`src/rtl/pe_bus_arbiter.sv`:
```
// Round-robin shared-bus arbiter bridging NUM_PE processing elements onto one global memory port.
// Optional gm_ready watchdog with bus_error output is enabled by defining ARB_TIMEOUT_EN.
module pe_bus_arbiter #(
    parameter int unsigned NUM_PE  = 4,
    parameter int unsigned ADDR_W  = 32,
    parameter int unsigned DATA_W  = 32,
    parameter int unsigned TIMEOUT = 15
) (
    input  logic                       clk,
    input  logic                       reset,
    input  logic [NUM_PE-1:0]          bus_request,
    input  logic [NUM_PE-1:0]          mem_read,
    input  logic [NUM_PE-1:0]          mem_write,
    input  logic [NUM_PE*ADDR_W-1:0]   mem_address,
    input  logic [NUM_PE*DATA_W-1:0]   data_Store,
    output logic [NUM_PE-1:0]          grant,
    output logic [NUM_PE-1:0]          mem_ackBus,
    output logic [DATA_W-1:0]          memData,
    output logic                       gm_req,
    output logic                       gm_we,
    output logic [ADDR_W-1:0]          gm_addr,
    output logic [DATA_W-1:0]          gm_wdata,
`ifdef ARB_TIMEOUT_EN
    output logic                       bus_error,
`endif
    input  logic                       gm_ready,
    input  logic [DATA_W-1:0]          gm_rdata,
    output logic                       busy
);

    localparam int unsigned IDX_W = $clog2(NUM_PE);

    typedef enum logic [1:0] {IDLE, GRANT, ACCESS, ACK} state_t;

    state_t             state, state_d;
    logic [IDX_W-1:0]   rr_ptr, rr_ptr_d;
    logic [IDX_W-1:0]   sel, sel_d;
    logic [IDX_W-1:0]   pick;
    logic               pick_vld;
    logic [NUM_PE-1:0]  grant_d, ack_d;
    logic [DATA_W-1:0]  mem_data_d, gm_wdata_d;
    logic [ADDR_W-1:0]  gm_addr_d;
    logic               gm_req_d, gm_we_d, busy_d;

`ifdef ARB_TIMEOUT_EN
    localparam int unsigned TW = $clog2(TIMEOUT + 1);
    logic [TW-1:0]      timer, timer_d;
    logic               bus_error_d;
`else
    // TIMEOUT only matters when the watchdog is built in.
    logic [31:0]        unused_timeout;
    assign unused_timeout = 32'(TIMEOUT);
`endif

    // (v + k) mod NUM_PE for v, k < NUM_PE
    function automatic logic [IDX_W-1:0] wrap_add(input logic [IDX_W-1:0] v, input int unsigned k);
        int unsigned s;
        s = 32'(v) + k;
        if (s >= NUM_PE) s = s - NUM_PE;
        return IDX_W'(s);
    endfunction

    // First requester at or after rr_ptr
    always_comb begin
        pick     = '0;
        pick_vld = 1'b0;
        for (int unsigned k = 0; k < NUM_PE; k++) begin
            if (!pick_vld && bus_request[wrap_add(rr_ptr, k)]) begin
                pick     = wrap_add(rr_ptr, k);
                pick_vld = 1'b1;
            end
        end
    end

    always_comb begin
        state_d    = state;
        rr_ptr_d   = rr_ptr;
        sel_d      = sel;
        grant_d    = grant;
        ack_d      = '0;
        mem_data_d = memData;
        gm_req_d   = gm_req;
        gm_we_d    = gm_we;
        gm_addr_d  = gm_addr;
        gm_wdata_d = gm_wdata;
`ifdef ARB_TIMEOUT_EN
        timer_d     = timer;
        bus_error_d = 1'b0;
`endif
        case (state)
            IDLE: begin
                if (pick_vld) begin
                    sel_d   = pick;
                    grant_d = NUM_PE'(1) << pick;
                    state_d = GRANT;
                end
            end
            GRANT: begin
                if (bus_request[sel] && (mem_read[sel] || mem_write[sel])) begin
                    gm_we_d    = mem_write[sel];
                    gm_addr_d  = mem_address[ADDR_W*sel +: ADDR_W];
                    gm_wdata_d = data_Store[DATA_W*sel +: DATA_W];
                    gm_req_d   = 1'b1;
                    state_d    = ACCESS;
`ifdef ARB_TIMEOUT_EN
                    timer_d    = '0;
`endif
                end else begin
                    grant_d  = '0;
                    rr_ptr_d = wrap_add(sel, 1);
                    state_d  = IDLE;
                end
            end
            ACCESS: begin
                if (gm_ready) begin
                    if (!gm_we) mem_data_d = gm_rdata;
                    gm_req_d = 1'b0;
                    ack_d    = grant;
                    state_d  = ACK;
                end
`ifdef ARB_TIMEOUT_EN
                else if (timer == TW'(TIMEOUT - 1)) begin
                    mem_data_d  = DATA_W'(32'hDEADBEEF);
                    gm_req_d    = 1'b0;
                    ack_d       = grant;
                    bus_error_d = 1'b1;
                    state_d     = ACK;
                end else begin
                    timer_d = timer + TW'(1);
                end
`endif
            end
            ACK: begin
                grant_d  = '0;
                rr_ptr_d = wrap_add(sel, 1);
                state_d  = IDLE;
            end
            default: state_d = IDLE;
        endcase
        busy_d = (state_d != IDLE);
    end

    always_ff @(posedge clk) begin
        if (reset) begin
            state      <= IDLE;
            rr_ptr     <= '0;
            sel        <= '0;
            grant      <= '0;
            mem_ackBus <= '0;
            memData    <= '0;
            gm_req     <= 1'b0;
            gm_we      <= 1'b0;
            gm_addr    <= '0;
            gm_wdata   <= '0;
            busy       <= 1'b0;
`ifdef ARB_TIMEOUT_EN
            timer      <= '0;
            bus_error  <= 1'b0;
`endif
        end else begin
            state      <= state_d;
            rr_ptr     <= rr_ptr_d;
            sel        <= sel_d;
            grant      <= grant_d;
            mem_ackBus <= ack_d;
            memData    <= mem_data_d;
            gm_req     <= gm_req_d;
            gm_we      <= gm_we_d;
            gm_addr    <= gm_addr_d;
            gm_wdata   <= gm_wdata_d;
            busy       <= busy_d;
`ifdef ARB_TIMEOUT_EN
            timer      <= timer_d;
            bus_error  <= bus_error_d;
`endif
        end
    end

endmodule

```
`config.mk`:
```
export PLATFORM = sky130hd
export DESIGN_NAME = pe_bus_arbiter
export DESIGN_NICKNAME = d
export VERILOG_FILES = /design/src/rtl/pe_bus_arbiter.sv
export SDC_FILE = /design/constraint.sdc
export NUM_CORES = 1
export LEC_CHECK = 0
export CAP_MARGIN = 25
export CELL_PAD_IN_SITES_DETAIL_PLACEMENT = 1
export CELL_PAD_IN_SITES_GLOBAL_PLACEMENT = 1
export CORE_AREA = 2 2 160 162
export DETAILED_ROUTE_END_ITERATION = 8
export DIE_AREA = 0 0 162 164
export GPL_TIMING_DRIVEN = 0
export PLACE_DENSITY_LB_ADDON = 0.2
export SLEW_MARGIN = 10
export SYNTH_ARGS = -nofsm -noshare
export SYNTH_HDL_FRONTEND = slang
export SYNTH_SLANG_ARGS = --single-unit
```
`constraint.sdc`:
```
create_clock -name clk -period 2.5 [get_ports clk]
set_input_delay 0.25 -clock clk [delete_from_list [all_inputs] [get_ports clk]]
set_output_delay 0.25 -clock clk [all_outputs]
set_load 0.1 [all_outputs]
```
---- Word level (Yosys, flattened, before mapping) ----
Cells that the tools add are included.
word-level totals
  bits in latches ......................... 0
  input bits .............................. 303
  register bits ........................... 113
  RAM bits ................................ 0
  bits in read-only memories .............. 0
  memories kept ........................... 0
  logic and storage cells ................. 102
  output and inout bits ................... 107
cells by class
  $mul .................................... 0
  bitwise operators ....................... 3
  mux-type cells .......................... 39
  reduce and logical (&&, ||, !) cells .... 20
  eq/ne operators ......................... 7
  shifts and indexed selects .............. 3
  add/subtract/negate cells ............... 9
  divide/modulo/power cells ............... 0
  $lt $le $gt $ge ......................... 10
operators by type and width
  operator             count
  $shiftx 128x8->32    2
  $mux 2               13
  $lt 2x3->1 const B   5
  $bmux 1 s2           7
  $mux 1               13
  $ge 3x3->1 const B   4
  $pmux 4 s3           1
  $sub 2x1->2 const B  5
  $reduce_and 3->1     3
  $mux 4               2
  $ne 2x2->1 const B   4
  $pmux 2 s4           1
  $add 2x1->3 const B  2
  $add 2x2->3 const B  2
  $reduce_and 2->1     3
  $reduce_bool 2->1    3
  $eq 2x2->1 const B   2
  $logic_and 1x1->1    4
  $pmux 2 s2           1
  $shl 1x2->4 const A  1
  $ge 2x3->1 const B   1
  $logic_not 1->1      3
  $not 1->1            3
  $reduce_bool 3->1    1
  5 further kinds      5

---- Depth between registers and ports, before layout ----
Gate-level depths: netlist of the first run.
  depth in word-level cells ............... 17
  gate-level depth with buffers ........... 9
  depth with buffers taken out ............ 5

---- Least setup slack after synthesis of the first run ----
OpenSTA, ideal clock, no wires.
  path type ............................... register -> register
  start point ............................. register gm_we
  end point ............................... register memData[10]
  setup time .............................. 0.070 ns
  setup slack ............................. 0.596 ns
  stages on the path, launching flop included .. 6
  arrival ................................. 1.834 ns
  cells stage by stage .................... dfxtp_1 > or3_1 > clkbuf_1 > clkbuf_1 > nand2_1 > a21oi_1
on the way
  longest elaborated chain between the ends .. 2
ends and longest elaborated chain
  element                            RTL line  text
  start, declared                    20        output logic gm_we,
  start signal, assigned             168       gm_we <= gm_we_d;
  $not 1->1 (no source line)         -
  $reduce_and 3->1 (no source line)  -
  end signal, assigned               166       memData <= mem_data_d;
  end, declared                      18        output logic [DATA_W-1:0] memData,
Every way passes these cells.
A chain may end at the register's enable or synchronous reset.

---- Worst setup path after layout of the first run ----
  start point ............................. register gm_we
  end point ............................... output port gm_we
No word-level cell between the ends.

==> results, run 1 <==
- The flow ran to the end, and the final reports show no timing, DRC or antenna violations.
- The class of the most critical hold timing path is input pin to flop.
- The final critical path takes up roughly 90% of the cycle.
- The area enclosed by the die boundary is 0.0266 sq mm.
- After synthesis the cells add up to about 0.0057 sq mm.
- The total number of vias is between 6000 and 7000.
- The number of design rule violations left after detail routing is 0.
- Broken down by cell family, the worst path's largest delay share belongs to buffers and inverters.
- The share of the synthesized area in the top cell type is between 30 and 40%.
- The power density of the placed cells is 626 mW/mm^2.
- The setup total negative slack is 0 ns.
- The critical path depth in cells is 1.
- The final setup skew is a little over 0.009 ns.
- The floorplan has 58 rows.
- The type of the worst setup path is flop to output port.
- For the pin with the worst max-slew slack, the measured transition is between 1 and 1.5 ns.
- Summed over all layers, the global routing overflow is 0.
- In this run, synthesis produced a sequential element count of 113.
- The total of cells resized after clock tree synthesis is 0.
- Sequential cells were found to cover about two fifths of the synthesized design area.
- The tree built by TritonCTS fans out to roughly 110 sinks.
- Internal power comes to approximately 0.0043 W.
- Dividing the detail-routed wire length by the instance count gives between 15 and 20 um.
- Counting both buffers and inverters, the worst setup path holds a total of 1.
- The first-pass GRT wire length is approximately 40000 um.
- After clock tree synthesis, the setup repair step added 0 buffers.
- STA classifies the critical path startpoint as a flop.
- The worst flop-to-flop path endpoint is gm_wdata[1].
- The total count of max-transition violations in the final report is 0.
- The mean number of vias per cell is around 4.5.
- The worst register-to-register path begins at sel[1].
- After legalization and detailed placement, the total HPWL measured 22000 um.
- The overall routing resource usage is between 10% and 20%.
- Net switching is a little over a third of the power.
- The net switching component of the power is 0.00242 W.
- Before antenna repair, the detailed router went through 4 iterations.
- The async set-or-reset flop fraction in the synthesized netlist is 0%.
- TritonCTS built the clock tree.
- STA puts the critical path data required time at ~2.3 ns.
- The portion of total power attributed to sequential cells is between 20 and 30%.
- The count of nets left with antenna violations once routing finished came out at 0.
- The count of port buffers added during placement is a little over 400.
- No sink is reached through more buffers than the 2 on the longest clock path.
- Dividing the synthesized area by the synthesized cell count gives ~9.6 sq um.
- Sorting the synthesized cells by how often they occur yields sky130_fd_sc_hd__nand2_1 (198), sky130_fd_sc_hd__dfxtp_1 (113), sky130_fd_sc_hd__a21oi_1 (105).
- During synthesis, Yosys emitted a total of 0 warnings.
- The arrival time of the worst setup path is 1.99 ns.
- Clock latency on the worst-skew pair, taken at its later pin, is approximately 0.41 ns.
- The cell count after synthesis came out at between 500 and 600.
- The core region area is 0.0248 sq mm.
- The number of antenna violations at the first check in global routing is 2.
- By instance count, the leading cell after synthesis is sky130_fd_sc_hd__nand2_1.
- From synthesis to final layout, the design area changed by 89.9%.
- After layout, the minimum clock period comes to 2.24 ns.
- The maximum fanout along the worst path is 4.
- ~400 I/O pins were placed.
- Walking the worst path, the cells encountered are clkdlybuf4s50_1.
- The net count after synthesis is slightly below 900.
- The number of library cell types mapped by synthesis is 34.
- In this run, the combinational gates consume between 30% and 40% of the power.
- The reg-to-reg setup timing slack is between 0.3 and 0.4 ns.
- The number of nets in the finished design is ~1300.
- The max-cap violation count is 0.
- In this design, the stage delay of the slowest critical-path cell is about 1.2 ns.
- The peak ir drop on the vdd network is around 360 uV.
- The tree is rooted in a sky130_fd_sc_hd__clkbuf_16.
- The floorplan die width is about 160 um.
- The via count of the first global-routing pass is ~6700.
- The starting DRC count in detailed routing is about 270.
- After clock tree synthesis, the clock-pin slew on the worst setup and hold paths is ~0.060 ns.
- Yosys attributes the largest share of cell area to sky130_fd_sc_hd__dfxtp_1 (40%), sky130_fd_sc_hd__mux4_2 (26%), sky130_fd_sc_hd__nand2_1 (13%).
- In this run the worst setup path begins at gm_we.
- The starting density of the core is 22.8%.
- The fraction of layout instances using a drive strength above 1 is approximately an eighth.
- The floorplan die height is 164 um.
- The worst register-to-register path has a depth of 6.
- Setup repair after global routing left no endpoint under its margin.
- Setup violations remaining at the end of the flow were counted as 0.
- The library cell occupying the most area in the post-synthesis netlist is sky130_fd_sc_hd__dfxtp_1.
- Routability-driven placement finished with a final weighted congestion of approximately 0.8.
- The most used flip-flop cell after synthesis is sky130_fd_sc_hd__dfxtp_1.
- The cell leakage power is between 3 and 4 nW.
- The total CTS buffers is 17.
- Timing would allow up to approximately 450 MHz.
- The destination of the critical timing path is gm_we.
- The hold buffer count at CTS is 0.
- Counting flops with a built-in enable in the synthesized netlist gives 0.
- The critical-path cell with the highest stage delay is sky130_fd_sc_hd__clkdlybuf4s50_1.
- The number of hold violations in the final report was 0.
- The worst pin sits at a relative slew slack of between 20% and 30%.
- The H-tree was split into 4 levels.
- The kind of end point of the critical path is an output port.
- The final hold slack is slightly below 0.4 ns.
- Entering global routing, the biggest net connects 17 pins.
- The detailed-route wire length is around 26000 um.
- The clock power share is between 30% and 40%.
==> how the worst min path moves through the flow <==
stage / from / endpoint / slack, ns / depth (start not counted)
6_report: gm_rdata[27] / memData[27] / 0.39 / 3
2_1_floorplan: gm_rdata[0] / memData[0] / 0.39 / 2
5_1_grt: gm_rdata[27] / memData[27] / 0.38 / 3
4_1_cts: gm_rdata[27] / memData[27] / 0.37 / 3
3_3_place_gp: gm_addr[6] / gm_addr[6] / 0.44 / 2
3_5_place_dp: memData[6] / memData[6] / 0.45 / 2
==> routing by layer <==
metal / GRT usage, % / vias to the layer above / wire length (um)
met5: 0 / - / 0
li1: - / 2944 / -
met4: 5.63 / 0 / 504
met1: 20.7 / 2893 / 9780
met3: 6.59 / 21 / 1980
met2: 37.3 / 224 / 14200
==> cell type report <==
type,instances,area (sq um)
inverters,5,18.8
clock buffers,17,425
repair buffers,410,4120
fillers,2854,14000
diodes,2,5.00
plain buffers,51,270
flip-flops and latches,113,2260
clock inverters,15,135
well taps,330,413
multi-input cells,421,3120
==> through the flow <==
step	worst slack, ns	area (sq um)	std cells	power, W	util, %
floorplan	0.596	5670	590	0.00353	-
global route	0.192	10800	1364	0.00706	43.4
CTS	0.227	10800	1362	0.00686	43.4
finish	0.263	10800	1364	0.00674	43.4
global placement	0.298	10200	1329	0.00447	41.0
detailed placement	0.300	10200	1330	0.00449	41.1
==> placed cells by master, fill, tap and decap left out, types with 4 or more instances in the layout <==
master / Yosys / final
sky130_fd_sc_hd__clkbuf_16: 0 / 17
sky130_fd_sc_hd__a21oi_1: 105 / 105
sky130_fd_sc_hd__nand2_1: 198 / 198
sky130_fd_sc_hd__clkinvlp_4: 0 / 5
sky130_fd_sc_hd__mux2i_1: 5 / 5
sky130_fd_sc_hd__mux4_2: 65 / 65
sky130_fd_sc_hd__dfxtp_1: 113 / 113
sky130_fd_sc_hd__clkdlybuf4s50_1: 0 / 409
sky130_fd_sc_hd__nand2b_1: 7 / 7
sky130_fd_sc_hd__inv_1: 4 / 4
sky130_fd_sc_hd__clkbuf_1: 31 / 31
sky130_fd_sc_hd__and2_1: 4 / 4
sky130_fd_sc_hd__inv_6: 0 / 4
sky130_fd_sc_hd__buf_2: 9 / 9
sky130_fd_sc_hd__nor2_1: 8 / 8
sky130_fd_sc_hd__buf_6: 7 / 7
==> power by group through the flow <==
| stage | registers, W | clock network [W] | logic [W] |
|---|---|---|---|
| after floorplan | 0.00278 | 0 | 0.000754 |
| after global placement | 0.00202 | 0 | 0.00245 |
| after detailed placement | 0.00203 | 0 | 0.00247 |
| after CTS | 0.00199 | 0.00240 | 0.00247 |
| after global routing | 0.00200 | 0.00248 | 0.00258 |
| final | 0.00199 | 0.00232 | 0.00243 |
==> kinds of logic after synthesis <==
logic type	synth area share [%]
mux	26.7
simple gates	16.5
flops	39.9
xor+xnor	0.154
buf+inv	5.10
compound gates	11.7
==> flip-flops by register name, summed over array words and instances, names as in the netlist, 2 cells and up <==
name	cells
grant	4
rr_ptr	2
memData	32
mem_ackBus	4
gm_addr	32
sel	2
gm_wdata	32
state	2
Power figures use the tool's default switching activity.
==> run 2, diff against run 1 <==
CORE_AREA = 2 2 157 159   (was 2 2 160 162)
CTS_BUF_LIST = sky130_fd_sc_hd__clkbuf_8   (was unset)
DIE_AREA = 0 0 159 161   (was 0 0 162 164)
GPL_TIMING_DRIVEN = unset   (was 0)
SLEW_MARGIN = 20   (was 10)
==> run 2 against run 1 <==
  * Clock-buffer cell count increased by 2
  * Final cell count decreased by 3.4%
  * Register-to-register slack improved by 0.15 ns
  * Flip-flop and latch count unchanged
  * Setup slack improved by 0.25 ns
  * Fmax increased by 13%
  * Largest cell class unchanged
  * Highest routed layer unchanged
==> results, run 2 (synthesis results as in run 1) <==
- The library cells used most frequently in the layout, excluding fill and tap cells, are sky130_fd_sc_hd__clkdlybuf4s50_1 (301), sky130_fd_sc_hd__nand2_1 (198), sky130_fd_sc_hd__buf_4 (116), sky130_fd_sc_hd__dfxtp_1 (111), sky130_fd_sc_hd__a21oi_1 (105).
- The starting density of the core was 23.7% (+0.82 points).
- The number of hold violations in the final report is 0 (unchanged).
- The number of failing setup endpoints in the final timing report came to 0 (unchanged).
- The tightest min-delay check is of the input pin to flop type.
- The mean number of vias per cell came to 4.53 (+1.6%).
- The highest clock frequency the design can meet was 504 MHz (+13%).
- The post-DP HPWL was 19800 um (-10%).
- The hold buffer count at CTS is 0 (unchanged).
- The number of detailed-routing iterations run before antenna repair came to 4 (unchanged).
- The floorplan die height is 161 um (-1.8%).
- The kind of end point of the critical path is a flop.
- The element type at the critical path start is a flop.
- The floorplan die width came to 159 um (-1.9%).
- The clock tree from TritonCTS is done.
- The final hold slack came to 0.343 ns (-0.0423 ns).
- The clock-pin slew reported for the worst setup and hold paths after clock tree synthesis was 0.07 ns (about the same).
- The overall routing resource usage was 19.0% (-0.67 points).
- The number of nets in the finished design came to 1282 (-3.0%).
- The power density of the placed cells is 597 mW/mm^2 (-4.6%).
- The count of buffers added by post-CTS timing repair for setup is 0 (unchanged).
- The number of nets still failing antenna checks after routing came to 0 (unchanged).
- The cell leakage power is 3.71 nW (+1.6%).
- The worst setup path startpoint is sel[0].
- The run finished with clean final reports.
- Setup repair after global routing left no endpoint under its margin.
- The highest metal layer with signal wires is met4.
- The post-route cell area was 0.0102 sq mm (-5.5%).
- The number of antenna violations at the first check in global routing is 2 (unchanged).
- The core region area is 0.0240 sq mm (-3.4%).
- The row count is 57 (-1.7%).
- The largest registers in the layout are gm_addr (32), gm_wdata (32), memData (32).
- The maximum fanout along the worst path was 50 (+46).
- The sink count of the clock tree is 113 (unchanged).
- The number of levels the H-tree was split into is 4 (unchanged).
- The transition time of the tightest slew-check pin is 0.684 ns (-0.410 ns).
- The total of cells resized after clock tree synthesis is 0 (unchanged).
- The length of routed met2 wiring is 12900 um (-9.2%).
- The detailed-route wire length is 24700 um (-6.8%).
- The total CTS buffers came to 17 (unchanged).
- The number of buffers on the longest clock path is 2 (unchanged).
- The count of port buffers added during placement is 409 (unchanged).
- The sum of overflow across all layers after global routing came to 0 (unchanged).
- The routed wire length on met3 is 2020 um (+2.4%).
- The first-pass GRT wire length is 37500 um (-3.6%).
- The I/O pin count is 410 (unchanged).
- The worst relative slew slack is 54.4% (+28 points).
- The final RePlAce weighted congestion came to 0.825 (+2.7%).
- The final period utilization was 79.3% (-10 points).
- The number of design rule violations left after detail routing is 0 (unchanged).
- The total number of vias came to 5967 (-1.9%).
- The peak ir drop on the vdd network is 282 uV (-23%).
- The met1 routed wirelength after detailed routing was 9290 um (-5.1%).
- The arrival time of the worst setup path is 2.34 ns (+0.35 ns).
- The pin count of the biggest net entering global routing is 60 (+43).
- The total count of max-transition violations in the final report is 0 (unchanged).
- The standard cell area after detailed placement is 0.00978 sq mm (-4.2%).
- The worst hold path startpoint is reset.
- The max-cap violation count is 0 (unchanged).
- The clock period minus final worst setup slack was 1.98 ns (-0.254 ns).
- The final setup skew is 0.00802 ns (-0.00106 ns).
- The fraction of layout instances using a drive strength above 1 came to 22.8% (+11 points).
- The worst-skew pair later-pin latency is 0.43 ns (+0.02 ns).
- The most common library cell in the layout ignoring fill and taps is sky130_fd_sc_hd__clkdlybuf4s50_1.
- The type of the worst setup path is flop to flop.
- The clock root buffer master is sky130_fd_sc_hd__clkbuf_8.
- The wire length per cell is 18.7 um (-3.4%).
- The starting DRC count in detailed routing was 313 (+17%).
- The data required time at the worst endpoint is 2.86 ns (+0.61 ns).
- The via count of the first global-routing pass is 6350 (-5.4%).
- The startpoint of the worst register-to-register path is sel[0].
- The area enclosed by the die boundary is 0.0256 sq mm (-3.6%).
- The setup total negative slack is 0 ns (unchanged).
- The number of filler instances in the final layout came to 2802 (-1.8%).
- The area growth from synthesis to layout is 79.5%.
-- run 2: layer usage --
layer | vias up | global-route usage [%]
met2 | 225 | 34.5
met1 | 2860 | 20.5
li1 | 2857 | -
met4 | 0 | 5.29
met3 | 25 | 7.65
met5 | - | 0
-- run 2: worst paths after layout --
path,end,slack [ns],depth (start not counted)
worst max-delay path,gm_wdata[17],0.52,6
worst min register to register,memData[13],0.45,2
worst min-delay path,sel[1],0.34,2
worst max register to register,gm_wdata[17],0.52,6
-- run 2: power breakdown --
part           internal, W  total, W  switching [W]
logic             0.000964   0.00228        0.00132
registers          0.00192   0.00204       0.000115
clock network     0.000936   0.00176       0.000824
total              0.00382   0.00608        0.00226
-- run 2: stage by stage --
stage                     setup WS (ns)  power, W  util, %  instances
final                             0.517   0.00608     42.5       1317
after global routing              0.288   0.00637     42.5       1317
after CTS                         0.448   0.00619     42.5       1315
after floorplan                   0.596   0.00353        -        590
after detailed placement          0.377   0.00439     40.8       1284
after global placement            0.454   0.00438     40.8       1284
-- run 2: layout make-up --
class	instances	area (sq um)	share of cell area, %
Clock buffer	19	262	2.57
Multi-Input combinational cell	421	3120	30.7
Sequential cell	113	2270	22.3
Inverter	5	18.8	0.184
Tap cell	324	405	3.98
Clock inverter	12	134	1.31
Timing Repair Buffer	421	3960	38.9
Antenna cell	2	5.00	0.0492
-- run 2: critical path, cell delays in order (launching register included) --
cell and delay (ns):
sky130_fd_sc_hd__dfxtp_4 0.70, sky130_fd_sc_hd__o211ai_1 0.21, sky130_fd_sc_hd__o311ai_2 0.13, sky130_fd_sc_hd__and3_2 0.35, sky130_fd_sc_hd__buf_12 0.25, sky130_fd_sc_hd__nand2_1 0.10
sky130_fd_sc_hd__a21oi_1 0.14
==> patch 1, RTL diff (settings of run 1) <==
Re-encode `state_t` (4 states) as one-hot, 4 bits wide.
--- a/src/rtl/pe_bus_arbiter.sv
+++ b/src/rtl/pe_bus_arbiter.sv
@@ -30,7 +30,7 @@
 
     localparam int unsigned IDX_W = $clog2(NUM_PE);
 
-    typedef enum logic [1:0] {IDLE, GRANT, ACCESS, ACK} state_t;
+    typedef enum logic [3:0] {IDLE = 4'b0001, GRANT = 4'b0010, ACCESS = 4'b0100, ACK = 4'b1000} state_t;
 
     state_t             state, state_d;
     logic [IDX_W-1:0]   rr_ptr, rr_ptr_d;
Behaviour: no difference found for any inputs over 4 cycles, from zero or initial values and one cycle with reset high; so few cycles prove little.
==> patch 1 against run 1 <==
- design area rose by 1.4%
- die area stayed put
- wire length shrank 6.4%
- count of clock-buffer cells in the layout up 3
- setup slack got worse by 0.064 ns
- cell count increased by 0.29%
- sequential cell count rose by 2
- power shrank 8.4%
- via count rose by 1.6%
- critical path depth is 5 higher
- hold slack barely moved
- area after synthesis up 1.2%
- utilization rose by 0.60 points
- combinational power fell by 33%
- critical path type is now register to register
- largest cell class unchanged
==> patch 1: results <==
finish:
  n_all_inverters: 4
  regArea_sq_um: 2300
  clkbuf_count: 20
  antenna_cells: 0
  fillers: 2830
  clkCellAreaFrac_pct: 5.82
  final_util_pct: 44.0
  multi_input_cells: 424
  buffers: 463
  multi_input_area_share_pct: 29.0
  buf_share_pct: 40.1
  seq_cell_count: 115
  drive_above_1_share_pct: 12.4
logic_synthesis:
  synthDistinctLibCells: 37
  synth_seq_area_share_pct: 40.1
  synth_common_cells: "198 x nand2_1, 115 x dfxtp_1, 99 x a21oi_1"
  synth_top_cell_area_share_pct: 40.1
  synth_nets: 899
  synthTopCellsByArea: "dfxtp_1 40%, mux4_2 26%, nand2_1 13%"
  avgSynthCellArea_sq_um: 9.63
detailed_routing:
  wirelength_mm: 24.8
  drt_drc_violations_left: 0
  wl_per_cell_microns: 18.1
  routed_via_density: 4.52
clock_tree:
  cts_resized: 1
  numCtsBuffers: 17
  worstSkewPairLatency_ns: 0.41
placement:
  dp_hpwl_mm: 20.2
  dp_slack_ns: -0.267
  dp.cells: 1336
  gp_congestion: 0.756
  postPlaceCellArea_sq_um: 10300
setup_path:
  cp-endpoint: "gm_addr[30]"
  cpPeakStageDelay_ns: 0.54
  arrival_ns: 2.57
  path_max_fanout: 10
  cp_slowest_cell: "clkbuf_1"
  critPathKind: "register to register"
power_and_ir_drop:
  power.switching_fraction_pct: 27.6
  vdd_drop_max_mv: 0.317
  intPower_mw: 4.47
  p_leak_nw: 3.65
  pg_comb_mw: 1.63
  p_clk_mw: 2.62
global_routing:
  grt_use_total_pct: 18.5
  antenna_found_initial: 0
  grt_pass1_wl_mm: 37.4
  grt_pass1_vias: 6714
sta:
  period_minus_slack_ns: 2.30
  worst_clock_skew_ns: 0.00997
  timing.hold.ws_ns: 0.385
  tightest_slew_ns: 1.05
status:
  status: "finished clean"
hold_path:
  min_to: "memData[10]"
  min_from: "gm_rdata[10]"
==> patch 1: changes by cell type after synthesis, moves of 3 or more <==
cell,run 1,this run
o211ai_1,3,0
nor2_1,8,11
a21oi_1,105,99
o32ai_1,0,3
nand2b_1,7,1
buf_2,9,17
a21o_1,3,0
nor3_1,0,5
buf_4,3,0
nor2b_1,0,8
==> patch 1: metal layers <==
layer / track usage, % / wire [microns] / up-vias
li1: - / - / 2966
met1: 20.1 / 9290 / 2953
met2: 34.3 / 13000 / 244
met3: 6.72 / 2160 / 17
met4: 4.26 / 282 / 0
met5: 0 / 0 / -
==> patch 1: kinds of logic after synthesis <==
| group | count (synthesis) | synth area share, % |
|---|---|---|
| muxes | 71 | 27.0 |
| DFF | 115 | 40.1 |
| xor gates and xnor gates | 2 | 0.305 |
| and+or+nand+nor | 238 | 17.2 |
| AOI/OAI and AO/OA | 113 | 10.6 |
| buffers and inverters | 57 | 4.75 |
==> patch 2, RTL diff (config.mk and constraints of run 1) <==
Without the edit above. Build with the macro `ARB_TIMEOUT_EN` defined.
--- a/src/rtl/pe_bus_arbiter.sv
+++ b/src/rtl/pe_bus_arbiter.sv
@@ -1,5 +1,7 @@
 // Round-robin shared-bus arbiter bridging NUM_PE processing elements onto one global memory port.
 // Optional gm_ready watchdog with bus_error output is enabled by defining ARB_TIMEOUT_EN.
+`define ARB_TIMEOUT_EN
+
 module pe_bus_arbiter #(
     parameter int unsigned NUM_PE  = 4,
     parameter int unsigned ADDR_W  = 32,
Function (old outputs only; new: bus_error): same outputs for any inputs over 4 cycles, from zero or initial values and one cycle with reset high; that may be too few to reach the edited logic, so the function may still have changed.
==> patch 2 against run 1 <==
- power rose by 5.8%
- wire length rose by 0.17%
- clock power rose by 5%
- setup slack got worse by 0.10 ns
- design area rose by 4.6%
- sequential cell count rose by 5
- area after synthesis rose by 8.2%
- register-to-register slack improved by 0.25 ns
- via count rose by 4.7%
- largest power group unchanged
==> patch 2: results <==
global_routing:
  grt_max_degree: 17
  grt_use_total_pct: 19.7
  grtUsageMet3_pct: 6.21
  globalRouteMet1Util_pct: 20.3
  grt_pass1_vias: 6955
  met2_usage_pct: 37.9
  grt_pass1_wl_mm: 39.4
logic_synthesis:
  muxShareOfSynthArea_pct: 24.4
  synth_compound_gate_area_share_pct: 10.2
  synth-adder-area-share_pct: 0.408
  synthTopCellsByArea: "dfxtp_1 39%, mux4_2 24%, nand2_1 8.8%"
  synth_xor_area_share_pct: 0.428
  synth_common_cells: "143 x nand2_1, 118 x dfxtp_1, 81 x a21oi_1"
  synth_seq_area_share_pct: 38.5
  synth_nets: 911
  synthDistinctLibCells: 46
sta:
  tightest_slew_ns: 1.12
  worst_clock_skew_ns: 0.0120
detailed_routing:
  drt-initial-drc-count: 207
  routed_via_density: 4.61
  wl_met2_mm: 14.5
  wl_met1_mm: 9.71
  dr_wl_met3_mm: 1.73
  wirelength_mm: 26.5
power_and_ir_drop:
  pg_comb_mw: 2.59
  power.clock.fraction_pct: 34.3
  p_leak_nw: 3.80
  vdd_drop_max_mv: 0.330
  p_sw_mw: 2.49
  power_density_nw_per_um2: 633
placement:
  gp_congestion: 0.767
  portBuffers: 409
  dp_hpwl_mm: 22.1
  postPlaceCellArea_sq_um: 10700
  dp_slack_ns: 0.220
hold_path:
  hold-path-cell-count: 3
  min_from: "gm_ready"
finish:
  finalNonFillerCells: 1380
  fillers: 2795
setup_path:
  r2r_slack_ns: 0.62
  timing.rr.end: "gm_addr[20]"
  cpPeakStageDelay_ns: 1.21
  arrival_ns: 2.09
status:
  status: "finished clean"
## patch 2: changes by cell type after synthesis, sizes merged, moves of 4 or more
cell	delta
clkbuf	-13
nand2	-55
o2bb2ai	+4
nand3	+6
a21oi	-23
buf	+16
nor3	+26
nor2	+24
nor3b	+24
dfxtp	+5
## patch 2: final cells by class
type	count	area (sq um)	share of cell area, %
well taps	330	413	3.66
multi-input cells	430	3420	30.4
clock inverters	11	124	1.10
flip-flops and latches	118	2360	21.0
clock buffers	21	470	4.18
inverters	4	15.0	0.133
diodes	2	5.00	0.0444
repair buffers	410	4120	36.6
plain buffers	54	333	2.95
## patch 2: cell families after synthesis
| group | Yosys count |
|---|---|
| simple gates | 252 |
| compound gates | 105 |
| buf+inv | 58 |
| xor+xnor | 3 |
| fa+ha+maj | 2 |
| mux | 68 |
| flops | 118 |
